<file path="src/rtl/apb3_bridge_ctrl_if.sv">
// AHB-Lite / APB3 control-side signals of the bridge sequencer.
// Also carries the load strobes for the bridge's address/data registers.
interface apb3_bridge_ctrl_if;
  logic       HSEL;
  logic [1:0] HTRANS;
  logic       HWRITE;
  logic       HREADY;
  logic       HREADYOUT;
  logic       HRESP;
  logic       PSEL;
  logic       PENABLE;
  logic       PWRITE;
  logic       PREADY;
  logic       PSLVERR;
  logic       addr_ld;
  logic       wdata_ld;
  logic       rdata_ld;

  // Sequencer side: AHB slave, APB master, datapath strobe source.
  modport slave (
    input  HSEL, HTRANS, HWRITE, HREADY, PREADY, PSLVERR,
    output HREADYOUT, HRESP, PSEL, PENABLE, PWRITE,
           addr_ld, wdata_ld, rdata_ld
  );

  // Environment side: drives AHB and APB inputs, observes the outputs.
  modport master (
    output HSEL, HTRANS, HWRITE, HREADY, PREADY, PSLVERR,
    input  HREADYOUT, HRESP, PSEL, PENABLE, PWRITE,
           addr_ld, wdata_ld, rdata_ld
  );
endinterface

</file>
<file path="src/rtl/apb3_bridge_ctrl.sv">
// AHB-Lite to APB3 bridge control sequencer.
// Runs the APB SETUP/ACCESS phases and stalls the AHB data phase.
// Answers OKAY or a two-cycle ERROR, and strobes the PADDR/PWDATA/HRDATA registers.
module apb3_bridge_ctrl #(
  parameter bit ERR_EN = 1'b1
) (
  input  logic               HCLK,
  input  logic               HRESETN,
  apb3_bridge_ctrl_if.slave  bus
);

  typedef enum logic [2:0] {
    S_IDLE, S_WDATA, S_SETUP, S_ACCESS, S_DONE, S_ERR1, S_ERR2
  } state_e;

  state_e state_q, state_d;
  logic   pwrite_q, pwrite_d;
  logic   accept;
  logic   hreadyout, hresp, psel, penable, wdata_ld, rdata_ld;

  // A new transfer is taken only when the previous data phase is ending (or idle).
  always_comb begin
    accept = bus.HSEL & bus.HTRANS[1] & bus.HREADY &
             ((state_q == S_IDLE) | (state_q == S_DONE) | (state_q == S_ERR2));
  end

  // State and registered APB direction; reset drops PSEL/PENABLE immediately.
  always_ff @(posedge HCLK or negedge HRESETN) begin
    if (!HRESETN) begin
      state_q  <= S_IDLE;
      pwrite_q <= 1'b0;
    end else begin
      state_q  <= state_d;
      pwrite_q <= pwrite_d;
    end
  end

  // Next-state: writes spend one cycle in WDATA so HWDATA can be captured before SETUP.
  always_comb begin
    state_d  = state_q;
    pwrite_d = pwrite_q;
    if (accept) pwrite_d = bus.HWRITE;
    case (state_q)
      S_IDLE, S_DONE, S_ERR2: begin
        if (accept) state_d = bus.HWRITE ? S_WDATA : S_SETUP;
        else        state_d = S_IDLE;
      end
      S_WDATA:  state_d = S_SETUP;
      S_SETUP:  state_d = S_ACCESS;
      S_ACCESS: begin
        if (bus.PREADY) state_d = (bus.PSLVERR && ERR_EN) ? S_ERR1 : S_DONE;
      end
      S_ERR1:   state_d = S_ERR2;
      default:  state_d = S_IDLE;
    endcase
  end

  // Outputs decoded from state; read data is captured even on an erroring read.
  always_comb begin
    hreadyout = 1'b1;
    hresp     = 1'b0;
    psel      = 1'b0;
    penable   = 1'b0;
    wdata_ld  = 1'b0;
    rdata_ld  = 1'b0;
    case (state_q)
      S_WDATA: begin
        hreadyout = 1'b0;
        wdata_ld  = 1'b1;
      end
      S_SETUP: begin
        hreadyout = 1'b0;
        psel      = 1'b1;
      end
      S_ACCESS: begin
        hreadyout = 1'b0;
        psel      = 1'b1;
        penable   = 1'b1;
        rdata_ld  = bus.PREADY & ~pwrite_q;
      end
      S_ERR1: begin
        hreadyout = 1'b0;
        hresp     = 1'b1;
      end
      S_ERR2:  hresp = 1'b1;
      default: ;
    endcase
  end

  assign bus.HREADYOUT = hreadyout;
  assign bus.HRESP     = hresp;
  assign bus.PSEL      = psel;
  assign bus.PENABLE   = penable;
  assign bus.PWRITE    = pwrite_q;
  assign bus.addr_ld   = accept;
  assign bus.wdata_ld  = wdata_ld;
  assign bus.rdata_ld  = rdata_ld;

endmodule
</file>
<file path="src/flat_wrapper.sv">
// flat-port wrapper written by rule: the top's interface ports become plain ports
module apb3_bridge_ctrl_flat 
#(
  parameter bit ERR_EN = 1'b1
)
  (HCLK, HRESETN, bus_HSEL, bus_HTRANS, bus_HWRITE, bus_HREADY, bus_PREADY, bus_PSLVERR, bus_HREADYOUT, bus_HRESP, bus_PSEL, bus_PENABLE, bus_PWRITE, bus_addr_ld, bus_wdata_ld, bus_rdata_ld);
  apb3_bridge_ctrl_if bus_i ();
  input  logic HCLK;
  input  logic HRESETN;
  input wire logic [$bits(bus_i.HSEL)-1:0] bus_HSEL;
  input wire logic [$bits(bus_i.HTRANS)-1:0] bus_HTRANS;
  input wire logic [$bits(bus_i.HWRITE)-1:0] bus_HWRITE;
  input wire logic [$bits(bus_i.HREADY)-1:0] bus_HREADY;
  input wire logic [$bits(bus_i.PREADY)-1:0] bus_PREADY;
  input wire logic [$bits(bus_i.PSLVERR)-1:0] bus_PSLVERR;
  output wire logic [$bits(bus_i.HREADYOUT)-1:0] bus_HREADYOUT;
  output wire logic [$bits(bus_i.HRESP)-1:0] bus_HRESP;
  output wire logic [$bits(bus_i.PSEL)-1:0] bus_PSEL;
  output wire logic [$bits(bus_i.PENABLE)-1:0] bus_PENABLE;
  output wire logic [$bits(bus_i.PWRITE)-1:0] bus_PWRITE;
  output wire logic [$bits(bus_i.addr_ld)-1:0] bus_addr_ld;
  output wire logic [$bits(bus_i.wdata_ld)-1:0] bus_wdata_ld;
  output wire logic [$bits(bus_i.rdata_ld)-1:0] bus_rdata_ld;
  assign bus_i.HSEL = bus_HSEL;
  assign bus_i.HTRANS = bus_HTRANS;
  assign bus_i.HWRITE = bus_HWRITE;
  assign bus_i.HREADY = bus_HREADY;
  assign bus_i.PREADY = bus_PREADY;
  assign bus_i.PSLVERR = bus_PSLVERR;
  assign bus_HREADYOUT = bus_i.HREADYOUT;
  assign bus_HRESP = bus_i.HRESP;
  assign bus_PSEL = bus_i.PSEL;
  assign bus_PENABLE = bus_i.PENABLE;
  assign bus_PWRITE = bus_i.PWRITE;
  assign bus_addr_ld = bus_i.addr_ld;
  assign bus_wdata_ld = bus_i.wdata_ld;
  assign bus_rdata_ld = bus_i.rdata_ld;
  apb3_bridge_ctrl #(.ERR_EN(ERR_EN)) u_core (.HCLK(HCLK), .HRESETN(HRESETN), .bus(bus_i));
endmodule
</file>
<file path="config.mk">
export PLATFORM = sky130hd
export DESIGN_NAME = apb3_bridge_ctrl_flat
export DESIGN_NICKNAME = d
export VERILOG_FILES = /design/src/rtl/apb3_bridge_ctrl_if.sv /design/src/rtl/apb3_bridge_ctrl.sv /design/src/flat_wrapper.sv
export SDC_FILE = /design/constraint.sdc
export NUM_CORES = 1
export LEC_CHECK = 0
export CAP_MARGIN = 0
export CELL_PAD_IN_SITES_DETAIL_PLACEMENT = 1
export CELL_PAD_IN_SITES_GLOBAL_PLACEMENT = 1
export CORE_AREA = 2 2 39 41
export DETAILED_ROUTE_END_ITERATION = 16
export DIE_AREA = 0 0 41 43
export PLACE_DENSITY_LB_ADDON = 0.1
export SETUP_SLACK_MARGIN = 0.02
export SLEW_MARGIN = 0
export SYNTH_ARGS = -nofsm -noshare
export SYNTH_HDL_FRONTEND = slang
export SYNTH_SLANG_ARGS = --single-unit
</file>
<file path="constraint.sdc">
create_clock -name HCLK -period 1.4 [get_ports HCLK]
set_clock_uncertainty 0.1 [all_clocks]
set_input_delay 0.42 -clock HCLK [delete_from_list [all_inputs] [get_ports HCLK]]
set_output_delay 0.42 -clock HCLK [all_outputs]
set_load 0.1 [all_outputs]
</file>
==> impl_metrics.tcl, run 1 <==
set metrics [dict create \
    grtUsageTotal_pct 18.77 \
    cp-end-kind "output port" \
    violations "negative setup slack" \
    n_antenna_cell 0 \
    synth-xor-area-share_pct 3.097 \
    start_kind "flop" \
    synth_top_family_by_area "simple AND/OR/NAND/NOR gates" \
    rsz0062_at_grt "true" \
    synth_top_area_share_pct 35.40 \
    post-route-period-util_pct 136.8 \
    drt-total-wl_mm 1.241 \
    area_growth_pct 182.3 \
    die_area_um2 1763 \
    core-area_um2 1384 \
    portBuffers 15 \
    synth.avg_cell_area_um2 10.47 \
    criticalPathCategory "flop to output port" \
    syn_inst 27 \
    vias_per_cell 4.481 \
    drv_cap 0 \
    routedWlPerCell_um 15.71 \
    clock-root-buffer "clkbuf_4" \
    die_w_um 41 \
    drive_above_1_share_pct 77.78 \
    cts_num_sinks 4 \
    ys_top_cells_by_area "dfrtp_1 (35%), buf_6 (8.0%), nor3b_1 (8.0%)" \
    ctsHoldBuffers 0 \
    synthAdderAreaFrac_pct 0 \
    fin_util_pct 57.69 \
    fp-row-count 14 \
    gp_congestion 0.6967 \
    synth-compound-area-share_pct 16.37 \
    netlist_area_um2 282.8 \
    fmax_ghz 0.5221 \
    cp.arrival_ns 1.40 \
    cp-startpoint "u_core.state_q[2]" \
    num_vias 354 \
    synth_top_cell_by_area "dfrtp_1" \
    synth.area.mux_share_pct 5.310 \
    synth_edf_count 0 \
    ys_warn_count 0 \
    die_y_um 43 \
    seq_area_frac_synth_pct 35.40 \
    clockBufferDepth 2 \
    grt_start_max_net_pins 6 \
    ys_types 18 \
    ioPinCount 17 \
    setup_viol 11 \
    cts.clk_slew.worst_paths_ns 0.04 \
    tritoncts "yes" \
    gr-total-overflow 0 \
    first_pass_iters 2 \
    first_global_vias 415 \
    yosys_register_bits 4 \
    worstMarginPinSlew_ns 0.2468 \
    fin_nets 73 \
    synthTopCellsByCount "dfrtp_1 (4), a21oi_1 (3), nor3b_1 (3)" \
    antenna_found_initial 0 \
    relSlewSlack_pct 83.51 \
    synth-simple-area-share_pct 29.20 \
    htreeDepth 1 \
    fin_ws_ns -0.5152 \
    async_flop_share_pct 100.0 \
    path_max_fanout 3 \
    hold_class "input port to asynchronous set/reset pin" \
    finalHoldViolCount 0 \
    place_ws_ns -0.6550 \
    crit_required_ns 0.88 \
    grt_pass1_wl_mm 2.063 \
    syn-num-nets 36 \
    drt_first_iter_violations 4 \
    layout_min_cycle_time_ns 1.915 \
    drv_slew 0 \
    status "finished with violations" \
    r2r-start "u_core.state_q[1]" \
    start_util_pct 20.43 \
    drc 0 \
    synth_most_common_cell "dfrtp_1" \
    synth_flop_cell "dfrtp_1" \
    fill_cells 150 \
    clock_latency_ns 0.24 \
    cts_made_buffers 3 \
    drtAntennaViolNets 0 \
]
[sequential cells by signal (all words and copies together) (netlist names)]
signal,flops
u_core.bus.PWRITE,1
u_core.state_q,3
[layout make-up]
| class | count | area, um2 | share of cell area, % |
|---|---|---|---|
| Clock buffer | 4 | 26.28 | 3.292 |
| Inverter | 2 | 7.507 | 0.9404 |
| Multi-Input combinational cell | 19 | 231.5 | 29.00 |
| Sequential cell | 4 | 102.6 | 12.85 |
| Tap cell | 16 | 20.02 | 2.508 |
| Timing Repair Buffer | 34 | 410.4 | 51.41 |
[layer usage]
layer,wire [um],global-route usage [%]
met2,731,34.06
met4,13,6.000
met1,441,18.95
met3,55,5.236
met5,0,0
[metrics by stage]
step | cells | area, um2 | TNS (ns) | hold WS (ns)
after floorplan | 27 | 322.8 | -5.537 | 0.02441
after global placement | 68 | 631.9 | -2.627 | 0.5261
after detailed placement | 68 | 631.9 | -2.982 | 0.5408
after CTS | 77 | 738.2 | -3.362 | 0.2923
after global routing | 79 | 798.3 | -4.055 | 0.2854
final | 79 | 798.3 | -3.551 | 0.2892
[worst paths after layout]
kind / endpoint / slack, ns / cells after the start
setup / recovery: bus_rdata_ld / -0.52 / 3
hold / removal: u_core.state_q[1] / 0.29 / 1
setup reg to reg: u_core.bus.PWRITE / -0.14 / 5
hold reg to reg: u_core.state_q[0] / 0.57 / 2
max in group asynchronous: u_core.bus.PWRITE / 0.72 / 1
min in group HCLK: u_core.state_q[0] / 0.57 / 2
[cells in the final DEF, fill, tap and decap left out]
cell             synthesis  routed
buf_4                    0      10
buf_12                   0       9
buf_6                    2       8
dlygate4sd2_1            0       4
nor3b_4                  0       3
clkbuf_4                 0       3
clkdlybuf4s50_1          0       3
inv_2                    0       2
a21oi_2                  0       2
dfrtp_2                  0       2
dfrtp_1                  4       2
nand3_2                  0       1
nor2b_4                  1       1
nor3_4                   1       1
xor2_1                   1       1
and2_4                   0       1
a21oi_4                  0       1
and2b_2                  1       1
nor2b_1                  1       1
o21ai_4                  0       1
a41oi_2                  0       1
mux2_4                   1       1
nor2_1                   1       1
o211ai_1                 1       1
o31a_2                   1       1
clkbuf_1                 0       1
[worst max-delay path, stage by stage, from the launching register on]
cell,delay [ns]
dfrtp_2,0.45
nor3b_4,0.23
nor3b_4,0.27
buf_12,0.21
[logic make-up (layout without fill, tap and decap cells)]
kind of cell | count (synthesis) | count (layout)
compound gates | 7 | 7
xor+xnor | 1 | 1
buf+inv | 4 | 40
flops | 4 | 4
mux | 1 | 1
simple gates | 10 | 10
[timing repair]
item	CTS	global route
gates resized for setup	15	10
pin swaps	6	4
gates cloned	0	0
setup endpoints to repair	10	12
hold endpoints to repair	0	0
setup buffers	6	3
Power of run 1 is not shown: default switching activity piles up to over one toggle a cycle in this logic, so the estimate is an artifact.
==> run 2: changes to the inputs <==
Settings changed: CTS_CLUSTER_DIAMETER from default to 120, CTS_CLUSTER_SIZE from default to 16, TNS_END_PERCENT from default to 100.
==> results of run 2 <==
Same layout as run 1: the final DEF is identical, and so are final timing and power.
Power of run 2 is left out for the same reason.
==> run 3: changes to the inputs <==
Settings changed: PLACE_DENSITY from default to 0.75, PLACE_DENSITY_LB_ADDON 0.1 to default.
==> run 3 against run 2 <==
Against the previous run:
- the run still ends with negative setup slack left
- first-iteration DRC count shrank 50%
- non-clock buffer count shrank 3
- via count shrank 6.2%
- critical path depth grew 1
- setup slack gained 0.059 ns
- cell area shrank 11%
==> impl_metrics.tcl, run 3 (synthesis gave the netlist of run 1 again) <==
set metrics [dict create \
    fmax_ghz 0.5389 \
    cp-end-kind "output port" \
    grt_pass1_wl_mm 1.828 \
    final_cell_count_no_fill 76 \
    drt-total-wl_um 973 \
    start_kind "flop" \
    start_util_pct 20.43 \
    drive_above_1_share_pct 70.00 \
    status "finished with violations" \
    wirelength_met1_um 346 \
    clockBufferDepth 2 \
    first_global_vias 377 \
    place_hpwl_um 796.6 \
    drv_cap 0 \
    grt_start_max_net_pins 6 \
    cts_num_sinks 4 \
    die_area_um2 1763 \
    wl_met2_um 558 \
    core-area_um2 1384 \
    first_pass_iters 2 \
    ioPinCount 17 \
    finalHoldViolCount 0 \
    worstMarginPinSlew_ns 0.2350 \
    tritoncts "yes" \
    rsz0062_at_grt "true" \
    hold_slack_ns 0.3126 \
    htreeDepth 1 \
    fp-row-count 14 \
    post-route-period-util_pct 132.6 \
    routed.top_layer "met4" \
    fin_nets 70 \
    hold_class "input port to asynchronous set/reset pin" \
    drt_first_iter_violations 2 \
    cp.arrival_ns 1.34 \
    crit_required_ns 0.88 \
    r2r_cells 7 \
    die_w_um 41 \
    layout_min_cycle_time_ns 1.856 \
    clock_latency_ns 0.23 \
    multi_input_area_um2 197.7 \
    relSlewSlack_pct 84.28 \
    rrSetupSlack_ns -0.27 \
    clock-root-buffer "clkbuf_4" \
    die_y_um 43 \
    largest_reg_flops 3 \
    fill_cells 150 \
    final-seq-area_um2 102.6 \
    placed_cells 65 \
    wl_met3_um 41 \
    r2r-start "u_core.state_q[2]" \
    final_common_cell "buf_4" \
    rr_endpoint "u_core.bus.PWRITE" \
    cp-startpoint "u_core.state_q[1]" \
    portBuffers 15 \
    violations "negative setup slack" \
    gp_congestion 0.7300 \
    fin_ws_ns -0.4558 \
    vias_per_cell 4.368 \
    setup_viol 12 \
    path_max_fanout 3 \
    cts.clk_slew.worst_paths_ns 0.04 \
    num_vias 332 \
    n_antenna_cell 0 \
    routedWlPerCell_um 12.80 \
    grtUsageTotal_pct 16.03 \
    drtAntennaViolNets 0 \
    fin_setup_tns_ns -3.182 \
    drv_slew 0 \
    gr-total-overflow 0 \
    area_growth_pct 152.7 \
    final_cell_mix "buf_4 (12), buf_12 (8), dlygate4sd2_1 (4), buf_6 (4)" \
    drc 0 \
    largest_register "u_core.state_q" \
    antenna_found_initial 0 \
    criticalPathCategory "flop to output port" \
    cts_made_buffers 3 \
    ctsHoldBuffers 0 \
]
-- run 3: cell types whose count changed in the layout (fill, tap and decap cells not counted), sizes merged --
| cell | change |
|---|---|
| buf | -3 |
-- run 3: stage by stage --
step	utilization (%)	setup slack (ns)	cell area, um2
floorplan	-	-1.463	322.8
global placement	44.03	-0.5900	609.3
detailed placement	44.03	-0.6232	609.3
CTS	51.09	-0.4679	706.9
global route	51.63	-0.5248	714.4
finish	51.63	-0.4558	714.4
-- run 3: worst max-delay path by stage --
stage,end
final,bus_rdata_ld
after CTS,bus_rdata_ld
after global placement,bus_addr_ld
after floorplan,bus_rdata_ld
after detailed placement,bus_addr_ld
after global routing,bus_rdata_ld
-- run 3: final cells by class --
type                       instances  share of cell area [%]
timing repair buffer              31                   50.44
tap                               16                   2.802
sequential                         4                   14.36
multi-input combinational         19                   27.67
inverter                           2                   1.051
clock buffer                       4                   3.678
-- run 3: repair_timing --
item,CTS,global route
setup buffers,7,2
setup endpoints to repair,9,12
gates resized for setup,13,0
pin swaps,5,1
-- run 3: critical path, stage by stage (launching register included) --
cell     delay (ns)
dfrtp_1        0.37
inv_2          0.07
nor3b_4        0.21
nor3b_4        0.25
buf_12         0.20
-- run 3: layer usage --
layer  track usage, %  vias to the layer above
li1                 -                      160
met2            25.31                       12
met4            10.00                        0
met3            3.665                        2
met5                0                        -
met1            18.24                      158
Power of run 3 is left out for the same reason.
